$ cat config.mk
export PLATFORM = sky130hd
export DESIGN_NAME = ctrl_sequencer
export DESIGN_NICKNAME = d
export VERILOG_FILES = /design/src/rtl/ctrl_sequencer.sv
export SDC_FILE = /design/constraint.sdc
export NUM_CORES = 1
export LEC_CHECK = 0
export CAP_MARGIN = 10
export CORE_MARGIN = 2
export CORE_UTILIZATION = 25
export DETAILED_ROUTE_END_ITERATION = 8
export PLACE_DENSITY_LB_ADDON = 0.2
export SLEW_MARGIN = 40
export SYNTH_ARGS = -nofsm -noshare
export SYNTH_HDL_FRONTEND = slang
export SYNTH_SLANG_ARGS = --single-unit
$ cat constraint.sdc
create_clock -name iClk -period 3.9 [get_ports iClk]
set_clock_uncertainty 0.05 [all_clocks]
set_input_delay 1.17 -clock iClk [delete_from_list [all_inputs] [get_ports iClk]]
set_output_delay 1.17 -clock iClk [all_outputs]
set_load 0.02 [all_outputs]
$ cat src/rtl/ctrl_sequencer.sv
// Four-step control sequencer for a small register-file processor: fetches an
// instruction in T0 and decodes (step, IR, iRun, iGnz) into datapath strobes.
module ctrl_sequencer #(
  parameter int DATA_W = 16,
  parameter int NREG   = 8,
  localparam int RSEL_W = $clog2(NREG),
  localparam int IR_W   = 3 + 2 * RSEL_W
) (
  input  logic              iClk,
  input  logic              iRst_n,
  input  logic              iRun,
  input  logic [IR_W-1:0]   iDin,
  input  logic              iGnz,
  output logic              oIr_en,
  output logic              oDin_en,
  output logic              oAin,
  output logic              oGin,
  output logic              oGout,
  output logic              oAddr_en,
  output logic              oDout_en,
  output logic              oW,
  output logic              oRout_en,
  output logic [1:0]        oAluOp,
  output logic [RSEL_W-1:0] oRout,
  output logic [NREG-1:0]   oRin,
  output logic              oDone,
  output logic [1:0]        oState,
  output logic [IR_W-1:0]   oIr
);

  // DATA_W is carried for datapath pairing only; reject unusable parameter sets early.
  if (!(NREG == 2 || NREG == 4 || NREG == 8 || NREG == 16) || DATA_W < 1) begin : gBadParam
    $error("ctrl_sequencer: NREG must be 2, 4, 8 or 16 and DATA_W positive");
  end

  typedef enum logic [1:0] {T0 = 2'b00, T1 = 2'b01, T2 = 2'b10, T3 = 2'b11} state_t;

  typedef enum logic [2:0] {
    OP_MV   = 3'b000,
    OP_MVI  = 3'b001,
    OP_ADD  = 3'b010,
    OP_SUB  = 3'b011,
    OP_LD   = 3'b100,
    OP_ST   = 3'b101,
    OP_MVNZ = 3'b110,
    OP_AND  = 3'b111
  } opcode_t;

  state_t            state, stateNext;
  logic [IR_W-1:0]   ir;
  opcode_t           op;
  logic [RSEL_W-1:0] rx, ry;

  logic              irEn, dinEn, ain, gin, gout, addrEn, doutEn, wr, routEn, rinEn, done;
  logic [1:0]        aluOp;
  logic [RSEL_W-1:0] routSel;

  assign op = opcode_t'(ir[IR_W-1 -: 3]);
  assign rx = ir[2*RSEL_W-1 -: RSEL_W];
  assign ry = ir[RSEL_W-1:0];

  // NOTE: sequential state uses non-blocking assignments so every register
  // samples the pre-edge values; IR is cleared on reset because it is visible on oIr.
  always_ff @(posedge iClk) begin
    if (!iRst_n) begin
      state <= T0;
      ir    <= '0;
    end else begin
      state <= stateNext;
      if (irEn) ir <= iDin;
    end
  end

  // NOTE: every combinational output is defaulted first so no path leaves a
  // signal unassigned, which would otherwise infer a latch.
  always_comb begin
    stateNext = state;
    irEn      = 1'b0;
    dinEn     = 1'b0;
    ain       = 1'b0;
    gin       = 1'b0;
    gout      = 1'b0;
    addrEn    = 1'b0;
    doutEn    = 1'b0;
    wr        = 1'b0;
    routEn    = 1'b0;
    routSel   = '0;
    rinEn     = 1'b0;
    done      = 1'b0;
    aluOp     = 2'b00;
    case (state)
      T0: begin
        irEn = iRun;
        if (iRun) stateNext = T1;
      end
      T1: begin
        stateNext = T0;
        case (op)
          OP_MV:   begin routEn = 1'b1; routSel = ry; rinEn = 1'b1; done = 1'b1; end
          OP_MVI:  begin dinEn = 1'b1; rinEn = 1'b1; done = 1'b1; end
          OP_ADD, OP_SUB, OP_AND: begin
            routEn = 1'b1; routSel = rx; ain = 1'b1; stateNext = T2;
          end
          OP_LD, OP_ST: begin
            routEn = 1'b1; routSel = ry; addrEn = 1'b1; stateNext = T2;
          end
          OP_MVNZ: begin
            routEn  = iGnz;
            routSel = iGnz ? ry : '0;
            rinEn   = iGnz;
            done    = 1'b1;
          end
          default: ;
        endcase
      end
      T2: begin
        stateNext = T0;
        case (op)
          OP_ADD, OP_SUB, OP_AND: begin
            routEn = 1'b1; routSel = ry; gin = 1'b1; stateNext = T3;
            aluOp  = (op == OP_SUB) ? 2'b01 : (op == OP_AND) ? 2'b10 : 2'b00;
          end
          // Memory read latency cycle: nothing driven.
          OP_LD:   stateNext = T3;
          OP_ST:   begin
            routEn = 1'b1; routSel = rx; doutEn = 1'b1; wr = 1'b1; done = 1'b1;
          end
          default: ;
        endcase
      end
      T3: begin
        stateNext = T0;
        case (op)
          OP_ADD, OP_SUB, OP_AND: begin gout = 1'b1; rinEn = 1'b1; done = 1'b1; end
          OP_LD:   begin dinEn = 1'b1; rinEn = 1'b1; done = 1'b1; end
          default: ;
        endcase
      end
      default: stateNext = T0;
    endcase
  end

  // Outputs are held quiet combinationally for as long as reset is asserted.
  assign oIr_en   = iRst_n & irEn;
  assign oDin_en  = iRst_n & dinEn;
  assign oAin     = iRst_n & ain;
  assign oGin     = iRst_n & gin;
  assign oGout    = iRst_n & gout;
  assign oAddr_en = iRst_n & addrEn;
  assign oDout_en = iRst_n & doutEn;
  assign oW       = iRst_n & wr;
  assign oRout_en = iRst_n & routEn;
  assign oDone    = iRst_n & done;
  assign oAluOp   = iRst_n ? aluOp : 2'b00;
  assign oRout    = (iRst_n && routEn) ? routSel : '0;
  assign oRin     = (iRst_n && rinEn) ? ({{(NREG-1){1'b0}}, 1'b1} << rx) : '0;
  assign oState   = iRst_n ? state : T0;
  assign oIr      = ir;

endmodule

## Yosys cells after proc, flatten, opt, wreduce, memory -nomap -nowiden

Index checks and enable logic that the tools add are counted.

- Register bits after elaboration: 11
- Output and inout port bits: 34

- Equality and inequality tests: 11
- Shift-type cells: 1
- Mux-type cells: 36
- Bitwise operators: 9
- Reductions and logical operators: 13

Operators by type and width:

| operator | number |
|---|---|
| 2-to-1 mux 2 bit | 9 |
| 2-to-1 mux 1 bit | 14 |
| == test 3 bit, second input constant | 4 |
| case mux 3 bit (2 select lines) | 2 |
| case mux 1 bit (2 select lines) | 5 |
| bitwise AND 1 bit | 9 |
| case mux 3 bit (3 select lines) | 1 |
| OR reduction 3 bit | 3 |
| 2-to-1 mux 8 bit | 1 |
| case mux 2 bit (4 select lines) | 1 |
| OR reduction 4 bit | 2 |
| << shifter 1 x 3 -> 8 bit, first input constant | 1 |
| == test 3 x 2 -> 1 bit, second input constant | 2 |
| 2-to-1 mux 3 bit | 2 |
| OR reduction 6 bit | 1 |
| OR reduction 5 bit | 1 |
| == test 2 bit, second input constant | 2 |
| OR reduction 2 bit | 2 |
| == test 3 x 1 -> 1 bit, second input constant | 1 |
| logical NOT 3 bit | 1 |
| case mux 1 bit (3 select lines) | 1 |
| == test 2 x 1 -> 1 bit, second input constant | 1 |
| logical AND 1 bit | 2 |
| logical NOT 2 bit | 1 |
| inequality test 2 bit, second input constant | 1 |

## Logic depth before layout (Yosys ltp)

Gate-level depths: netlist of run 1.

- Word-level depth: 6
- Mapped depth: 7
- Depth with buffers taken out: 6

## Worst setup path after synthesis of run 1

OpenSTA, ideal clock, no wires.

- Path kind: input port to output port
- Start: in iGnz
- End: out oRin[1]
- Data arrival time: 2.067 ns
- Data required time: 2.680 ns
- Slack: 0.613 ns
- Cell stages on the path: 4
- Cell sequence: nand3_1 a21oi_2 o211ai_2 nor3_1

- Longest elaborated chain between the ends: 4

RTL lines:

| item | RTL line | source |
|---|---|---|
| from (decl) | 13 | `input logic iGnz,` |
| case mux 1 bit (2 select lines) | 98 | `case (op)` |
| case mux 1 bit (2 select lines) | 91 | `case (state)` |
| logical AND 1 bit | 156 | `assign oRin = (iRst_n && rinEn) ? ({{(NREG-1){1'b0}}, 1'b1} << rx) : '0;` |
| 2-to-1 mux 8 bit | 156 |  |
| to (decl) | 25 | `output logic [NREG-1:0] oRin,` |

Every way passes these cells.

## Final worst setup path of run 1

- Start: in iGnz
- End: out oRin[3]

Same word-level chain as after synthesis.

==> summary.md, run 1 <==
| Metric | Value |
|---|---|
| Port bufs | 46 |
| Post-synth ARST share | 0 |
| Sw frac | 0.337 |
| Die height | 67.4 um |
| Fmax | 0.261 GHz |
| Seq pwr share | 0.375 |
| Number of synthesized flops with an enable pin | 0 |
| CTS tree | yes |
| Slew Limit Fails | 0 |
| Worst Path Buf+Inv | 2 |
| Peak supply drop | 0.148 mV |
| Syn_nets | 162 |
| Initial core utilization | 0.255 |
| Least-Margin Pin Slew | 0.610 ns |
| Post-detailed-routing wire length | 3.01 mm |
| Cell with the most instances after synthesis | nand2_1 |
| Initial DRC count | 36 |
| Die W | 67.4 um |
| Via/cell ratio | 4.80 |
| PwrDens | 245 nW/um^2 |
| Comb power frac | 0.315 |
| Clk pwr share | 0.310 |
| Initial antenna violation count | 0 |
| Syn Inst Count | 144 |
| Tightest Hold Check Type | register to register |
| Clk sinks | 11 |
| Later-pin clock latency in the skew report | 0.24 ns |
| Yosys reg bits | 11 |
| RSZ-0062 raised after global routing | false |
| Max-cap viol count | 0 |
| Library cells used by synthesis | 36 |
| Register area share after synthesis | 0.219 |
| Critical-path top delay cell | clkdlybuf4s50_1 |
| Total core area | 3940 um^2 |
| ANT cells | 0 |
| # nets final | 209 |
| Synthesis warning total | 0 |
| Clk root buf | clkbuf_8 |
| Pin count of the biggest net entering global routing | 20 |
| Ratio of cells with drive above 1 in the final layout | 0.163 |
| IO Pins | 47 |
| WL per Instance | 12.5 um |
| CP Max Fanout | 4 |
| H-tree depth | 1 |
| First-pass GRT wire length | 5.00 mm |
| Status | finished clean |
| Synth top cells by count | nand2_1 (33), a21oi_1 (16), nor2_1 (14) |
| Final setup violation count | 0 |
| Die ar. | 4550 um^2 |
| Critical path capture point type | output port |
| Arrival time worst endpoint | 2.61 ns |
| Pre-CTS setup slack | -0.361 ns |
| Vias in the first global route | 1,135 |
| WHS | 0.463 ns |
| CTS clk-pin slew, worst paths | 0.05 ns |
| Post-Syn Area | 1010 um^2 |
| CTS Buf Count | 3 |
| CP peak stage delay | 0.51 ns |
| Routed Antenna Nets | 0 |
| Routability Congestion | 0.768 |
| Vias | 1,152 |
| Crit path max-delay family | buffers and inverters |
| NetSw | 0.125 mW |
| Tot GR Track Use | 0.143 |
| Final Hold Viols | 0 |
| Leak | 0.643 nW |
| Startpoint types | input port |
| Ordered cell list for the critical path | clkdlybuf4s50_1 -> nand3_1 -> a21oi_2 -> o211ai_2 -> nor3b_2 -> clkdlybuf4s15_2 |
| Synth area leader | dfxtp_1 |
| Post-CTS Repair Setup Buffers | 0 |
| Int Pwr | 0.245 mW |
| Predominant post-synthesis flop cell | dfxtp_1 |
| CP required | 2.68 ns |
| Drt drc | 0 |
| Cell Rows | 23 |
| Top cell type's share of synthesized area | 0.219 |
| Critical path class | input port to output port |
| Final Critical Period | 3.83 ns |
| Final WS setup | 0.0715 ns |
| Total power | 0.370 mW |
| Layout area overhead | 49.8% |
| Clock Tree Buf Depth | 2 |
| Period utilization | 0.982 |
| Global route overflow | 0 |
| Mapped Avg Cell Area | 6.99 um^2 |
| Area contributors post-synth | dfxtp_1 (22%), nand2_1 (12%), a21oi_1 (8.0%) |
| Drt pass-1 iters | 4 |
| Slew margin rel. | 0.593 |
| Hpwl dp | 2.38 mm |
[metal layers]
| layer | up-vias | GRT usage | share of wire |
|---|---|---|---|
| li1 | 589 | - | - |
| met1 | 524 | 0.174 | 0.43 |
| met2 | 32 | 0.241 | 0.50 |
| met3 | 7 | 0.0217 | 0.050 |
| met4 | 0 | 0.0765 | 0.016 |
| met5 | - | 0 | 0 |
[placed cells by master (no fill, tap or decap), types with 2 or more instances in the layout]
| cell type | count |
|---|---|
| buf_2 | 2 |
| ha_1 | 5 |
| clkdlybuf4s15_1 | 2 |
| o21ai_0 | 4 |
| o22ai_1 | 3 |
| clkbuf_8 | 3 |
| a21oi_1 | 16 |
| nand2_1 | 33 |
| inv_1 | 8 |
| buf_4 | 6 |
| nor3b_2 | 4 |
| a32oi_1 | 3 |
| dfxtp_1 | 11 |
| clkbuf_2 | 6 |
| dlygate4sd2_1 | 11 |
| nand2b_1 | 3 |
| clkdlybuf4s50_1 | 21 |
| nor2_1 | 14 |
| o211a_1 | 2 |
| nor3_1 | 7 |
| dlymetal6s2s_1 | 3 |
| a211oi_1 | 3 |
[area by class of cell]
type	count	area, um^2
inverters	8	30.0
fillers	409	2440
well taps	50	62.6
clock buffers	3	41.3
clock inverters	1	5.00
flip-flops and latches	11	220
multi-input cells	115	687
repair buffers	52	460
[worst min-delay path: stages (launching register included)]
cell,delay [ns]
dfxtp_1,0.34
nand2_1,0.07
a21oi_1,0.05
[through the flow]
step	util	std cells	instance area, um^2	setup TNS (ns)
detailed placement	0.382	236	1510	-4.43
global placement	0.382	236	1510	-4.42
CTS	0.389	240	1540	0
finish	0.382	240	1510	0
global route	0.382	240	1510	0
floorplan	-	144	1010	0
[timing repair]
action	4_1_cts	5_1_grt
gates resized for setup	33	17
endpoints found under the setup margin	22	13
pin swaps	0	2
hold buffers	0	0
[sequential cells by signal (all words and copies together) (netlist names)]
signal / cells
state: 2
oIr: 9
[power by group through the flow]
stage / Sequential, mW / Clock [mW] / Combinational, mW
after floorplan: 0.136 / 0 / 0.0746
after global placement: 0.140 / 0 / 0.119
after detailed placement: 0.141 / 0 / 0.119
after CTS: 0.138 / 0.119 / 0.118
after global routing: 0.141 / 0.124 / 0.128
final: 0.139 / 0.115 / 0.116
[final timing paths]
kind	start	end	slack [ns]	cells past startpoint
worst max-delay path	iGnz	oRin[3]	0.07	6
worst min-delay path	oIr[2]	oIr[2]	0.46	2
worst max register to register	oIr[7]	state[0]	2.22	4
worst min register to register	oIr[2]	oIr[2]	0.46	2
[cell families after synthesis]
family / after synthesis / synth area share
AOI/OAI and AO/OA: 41 / 0.286
and+or+nand+nor: 68 / 0.326
DFF: 11 / 0.219
adders and majority gates: 5 / 0.0622
xor gates and xnor gates: 1 / 0.00871
buffers and inverters: 18 / 0.0982
Note: power is estimated with default switching activity, not from simulation.
==> run 2, diff against run 1 <==
--- a/config.mk
+++ b/config.mk
@@ -7,7 +7,7 @@
 export LEC_CHECK = 0
 export CAP_MARGIN = 10
 export CORE_MARGIN = 2
-export CORE_UTILIZATION = 25
+export CORE_UTILIZATION = 40
 export DETAILED_ROUTE_END_ITERATION = 8
 export PLACE_DENSITY_LB_ADDON = 0.2
 export SLEW_MARGIN = 40
==> run 2 against run 1 <==
Clock power decreased by 32%. Setup slack better by 0.0060 ns. Critical path depth unchanged. Largest power group unchanged. Sequential cell count unchanged. Combinational power is essentially flat. Cell count fell by 8.3%. Highest routed layer unchanged. Non-clock buffer count stayed put. Sequential share of layout area up 0.52 points. Largest cell class unchanged. Global-route usage increased by 7.1 points.
==> summary.md, run 2 (synthesis results as in run 1) <==
| Metric | Value |
|---|---|
| Status | finished clean |
| Initial core utilization | 0.414 (+0.158) |
| Routability Congestion | 0.874 (+14%) |
| ANT cells | 0 (unchanged) |
| Hold-fix buffers, CTS | 0 (unchanged) |
| Fillers | 274 (-33%) |
| Tot GR Track Use | 0.214 (+0.0714) |
| CTS clk-pin slew, worst paths | 0.07 ns (+0.02 ns) |
| Most frequent cells in the layout | nand2_1 (33), clkdlybuf4s50_1 (20), a21oi_1 (16) |
| IO Pins | 47 (unchanged) |
| Initial antenna violation count | 0 (unchanged) |
| CP required | 2.68 ns (about the same) |
| Reg2reg start | oIr[7] |
| Slew margin rel. | 0.590 (-0.00277) |
| Vias in the first global route | 1,048 (-7.7%) |
| Layout area overhead | 44.7% |
| CP startpoint | iGnz |
| Clock Tree Buf Depth | 2 (unchanged) |
| Hpwl dp | 2.30 mm (-3.7%) |
| Ratio of cells with drive above 1 in the final layout | 0.163 (unchanged) |
| Cell Rows | 18 (-22%) |
| Peak supply drop | 0.163 mV (+10%) |
| Clk sinks | 11 (unchanged) |
| Period utilization | 0.980 (-0.00154) |
| Routed Antenna Nets | 0 (unchanged) |
| Leak | 0.631 nW (-2.0%) |
| Drt drc | 0 (unchanged) |
| WL per Instance | 13.4 um (+6.7%) |
| Most common cell after layout, fill and taps aside | nand2_1 |
| Finished Core Util | 0.598 (+0.216) |
| Startpoint types | input port |
| CTS Buf Count | 3 (unchanged) |
| Slew Limit Fails | 0 (unchanged) |
| Post-detailed-routing wire length | 2.94 mm (-2.2%) |
| Total core area | 2430 um^2 (-38%) |
| CP Max Fanout | 4 (unchanged) |
| Max-cap viol count | 0 (unchanged) |
| Final WS setup | 0.0775 ns (+0.00602 ns) |
| Vias | 1,161 (+0.78%) |
| RSZ-0062 raised after global routing | false |
| # nets final | 209 (unchanged) |
| Later-pin clock latency in the skew report | 0.27 ns (+0.03 ns) |
| H-tree depth | 1 (unchanged) |
| PwrDens | 228 nW/um^2 (-7.1%) |
| Final setup violation count | 0 (unchanged) |
| Clk root buf | clkbuf_4 |
| Hold_sp | oIr[2] |
| Drt pass-1 iters | 4 (unchanged) |
| Pin count of the biggest net entering global routing | 20 (unchanged) |
| Initial DRC count | 18 (-50%) |
| Die W | 54.2 um (-20%) |
| Die height | 54.2 um (-20%) |
| Via/cell ratio | 5.28 (+9.9%) |
| Fmax | 0.262 GHz (+0.16%) |
| Port bufs | 46 (unchanged) |
| Critical path capture point type | output port |
| Global route overflow | 0 (unchanged) |
| Final Critical Period | 3.82 ns (-0.00602 ns) |
| Final Hold Viols | 0 (unchanged) |
| Total power | 0.332 mW (-10%) |
| Critical path class | input port to output port |
| Max FFs per register | 9 (unchanged) |
| CTS tree | yes |
| Least-Margin Pin Slew | 0.614 ns (+0.00416 ns) |
| Tightest Hold Check Type | register to register |
| Arrival time worst endpoint | 2.60 ns (about the same) |
| First-pass GRT wire length | 4.54 mm (-9.2%) |
| Pre-CTS setup slack | -0.334 ns (+0.0266 ns) |
| Die ar. | 2930 um^2 (-36%) |
run 2: critical path, stage by stage:
cell	delay, ns
clkdlybuf4s50_1	0.50
nand3_1	0.10
a21oi_2	0.22
o21ai_2	0.12
nor3b_2	0.16
clkdlybuf4s15_1	0.33
run 2: metal layers:
layer,share of wire,up-vias,global-route usage
met5,0,-,0
met4,0.021,0,0.0958
met3,0.049,7,0.0361
met2,0.50,32,0.373
met1,0.43,530,0.254
li1,-,592,-
run 2: final cells by class:
cell class / count / area (um^2) / area share
Multi-Input combinational cell: 115 / 687 / 0.472
Clock buffer: 4 / 26.3 / 0.0181
Sequential cell: 11 / 220 / 0.151
Inverter: 8 / 30.0 / 0.0206
Tap cell: 30 / 37.5 / 0.0258
Timing Repair Buffer: 52 / 454 / 0.312
run 2: timing repair:
action | in CTS | in global routing
buffers inserted | 0 | 0
endpoints found under the setup margin | 23 | 15
pin swaps | 0 | 1
gates resized for setup | 36 | 21
run 2: path summary, 6_finish.rpt:
path	to	cells past startpoint	slack, ns
max	oRin[2]	6	0.08
min	oIr[2]	2	0.46
max reg2reg	state[0]	4	2.24
min reg2reg	oIr[2]	2	0.46
run 2: report_power, final:
part           switching, mW  internal (mW)  total [mW]
clock                 0.0383         0.0397      0.0780
combinational         0.0618         0.0540       0.116
sequential            0.0181          0.120       0.138
total                  0.118          0.214       0.332
run 2: metrics by stage:
stage               cell area, um^2  instances  hold slack, ns  TNS, ns
finish                         1460        220           0.460        0
global route                   1460        220           0.470        0
CTS                            1490        220           0.462        0
detailed placement             1480        216           0.449    -4.60
global placement               1480        216           0.444    -4.11
floorplan                      1010        144           0.505        0
==> run 3, diff against run 2 <==
--- a/config.mk
+++ b/config.mk
@@ -7,7 +7,7 @@
 export LEC_CHECK = 0
 export CAP_MARGIN = 10
 export CORE_MARGIN = 2
-export CORE_UTILIZATION = 40
+export CORE_UTILIZATION = 23
 export DETAILED_ROUTE_END_ITERATION = 8
 export PLACE_DENSITY_LB_ADDON = 0.2
 export SLEW_MARGIN = 40
==> run 3 against run 2 <==
Design area up 2.8%. Wire length increased by 7.8%. Critical path depth is the same. Sequential power about the same. Utilization fell by 25 points. Sequential cell count is the same. Maximum frequency is 1.3% higher. Combinational power hardly changed. Register-to-register slack got worse by 0.03 ns. Critical path type unchanged. Critical endpoint is now oRin[5].
==> summary.md, run 3 (synthesis results as in run 1) <==
| Metric | Value |
|---|---|
| Area of the multi-input gates | 687 um^2 (unchanged) |
| Critical path class | input port to output port |
| Pin count of the biggest net entering global routing | 20 (unchanged) |
| Routed Antenna Nets | 0 (unchanged) |
| Later-pin clock latency in the skew report | 0.23 ns (-0.04 ns) |
| Total core area | 4290 um^2 (+77%) |
| Slew Limit Fails | 0 (unchanged) |
| Most frequent cells in the layout | nand2_1 (33), clkdlybuf4s50_1 (21), a21oi_1 (16) |
| Max FFs per register | 9 (unchanged) |
| Critical path capture point type | output port |
| CP Max Fanout | 4 (unchanged) |
| Drt drc | 0 (unchanged) |
| RSZ-0062 raised after global routing | false |
| Post-detailed-routing wire length | 3.17 mm (+7.8%) |
| Initial DRC count | 84 (+66) |
| Peak supply drop | 0.146 mV (-10%) |
| Hold-fix buffers, CTS | 0 (unchanged) |
| Routability Congestion | 0.813 (-7.0%) |
| Pre-CTS setup slack | -0.326 ns (+0.00854 ns) |
| Tot GR Track Use | 0.134 (-0.0806) |
| Final setup violation count | 0 (unchanged) |
| Status | finished clean |
| Fillers | 468 (+71%) |
| Final Hold Viols | 0 (unchanged) |
| H-tree depth | 1 (unchanged) |
| Most common cell after layout, fill and taps aside | nand2_1 |
| Hpwl dp | 2.47 mm (+7.7%) |
| ANT cells | 0 (unchanged) |
| CTS clk-pin slew, worst paths | 0.05 ns (-0.02 ns) |
| Final WS setup | 0.127 ns (+0.0498 ns) |
| Setup TNS | 0 ns (unchanged) |
| Clk sinks | 11 (unchanged) |
| Leak | 0.612 nW (-3.0%) |
| Period utilization | 0.967 (-0.0128) |
| Cell Rows | 24 (+6) |
| PwrDens | 246 nW/um^2 (+7.8%) |
| WL per Instance | 13.0 um (-2.4%) |
| Least-Margin Pin Slew | 0.646 ns (+0.0320 ns) |
| Tightest Hold Check Type | register to register |
| Drt pass-1 iters | 4 (unchanged) |
| Clk root buf | clkbuf_8 |
| Total power | 0.368 mW (+11%) |
| Global route overflow | 0 (unchanged) |
| Ratio of cells with drive above 1 in the final layout | 0.168 (+0.00438) |
| Arrival time worst endpoint | 2.55 ns (-0.05 ns) |
| Max-cap viol count | 0 (unchanged) |
| Fmax | 0.265 GHz (+1.3%) |
| CP required | 2.68 ns (about the same) |
| Layout area overhead | 48.8% |
| Final Critical Period | 3.77 ns (-0.0498 ns) |
| IO Pins | 47 (unchanged) |
| Initial core utilization | 0.234 (-0.179) |
| Sequential Area | 220 um^2 (unchanged) |
| CTS Buf Count | 3 (unchanged) |
| Startpoint types | input port |
| Port bufs | 46 (unchanged) |
| First-pass GRT wire length | 5.33 mm (+17%) |
| Post-CTS Repair Setup Buffers | 0 (unchanged) |
| Vias | 1,140 (-1.8%) |
| CTS tree | yes |
| Die height | 70.1 um (+30%) |
| Die W | 70.1 um (+30%) |
| Clock Tree Buf Depth | 2 (unchanged) |
| Die ar. | 4920 um^2 (+68%) |
| Vias in the first global route | 1,149 (+9.6%) |
| Via/cell ratio | 4.69 (-11%) |
| Initial antenna violation count | 0 (unchanged) |
| Slew margin rel. | 0.569 (-0.0214) |
| # nets final | 210 (+0.48%) |
-- run 3: cell count changes in the layout (fill, tap and decap cells not counted), sizes merged --
cell,delta
buf,+2
dlygate4sd2,+2
dlymetal6s2s,-2
clkdlybuf4s15,-1
clkdlybuf4s50,+1
dlygate4sd1,-1
-- run 3: critical path, cell delays in order --
cell             delay (ns)
clkdlybuf4s50_1        0.51
nand3_1                0.10
a21oi_2                0.22
o211ai_2               0.16
nor3b_2                0.20
buf_2                  0.19
-- run 3: report_power, final --
group          total, mW  internal (mW)  switching, mW
Sequential         0.139          0.120         0.0186
Combinational      0.118         0.0551         0.0625
Clock              0.111         0.0715         0.0398
Total              0.368          0.247          0.121
-- run 3: final timing paths --
| check | start | to | slack, ns | cells past startpoint |
|---|---|---|---|---|
| max reg2reg | oIr[7] | state[0] | 2.21 | 4 |
| max | iGnz | oRin[5] | 0.13 | 6 |
| min reg2reg | oIr[0] | oIr[0] | 0.46 | 2 |
| min | oIr[0] | oIr[0] | 0.46 | 2 |
-- run 3: layout make-up --
class	count	area share
Timing Repair Buffer	53	0.300
Inverter	8	0.0201
Tap cell	52	0.0435
Sequential cell	11	0.147
Clock buffer	4	0.0301
Multi-Input combinational cell	115	0.459
-- run 3: repair_timing --
item / in CTS / in global routing
endpoints found under the setup margin: 24 / 16
gates resized for setup: 37 / 17
hold endpoints to repair: 0 / 0
pin swaps: 0 / 1
-- run 3: metal layers --
metal / wire length (um) / vias to the layer above / GRT usage
met4: 25 / 0 / 0.0556
met1: 1450 / 519 / 0.161
met5: 0 / - / 0
met3: 125 / 2 / 0.0188
li1: - / 592 / -
met2: 1570 / 27 / 0.237
-- run 3: per-stage QoR --
step | util | std cells | instance area [um^2] | hold slack, ns
after floorplan | - | 144 | 1010 | 0.505
after global placement | 0.353 | 239 | 1520 | 0.445
after detailed placement | 0.353 | 239 | 1520 | 0.449
after CTS | 0.360 | 243 | 1550 | 0.459
after global routing | 0.348 | 243 | 1500 | 0.501
final | 0.348 | 243 | 1500 | 0.460
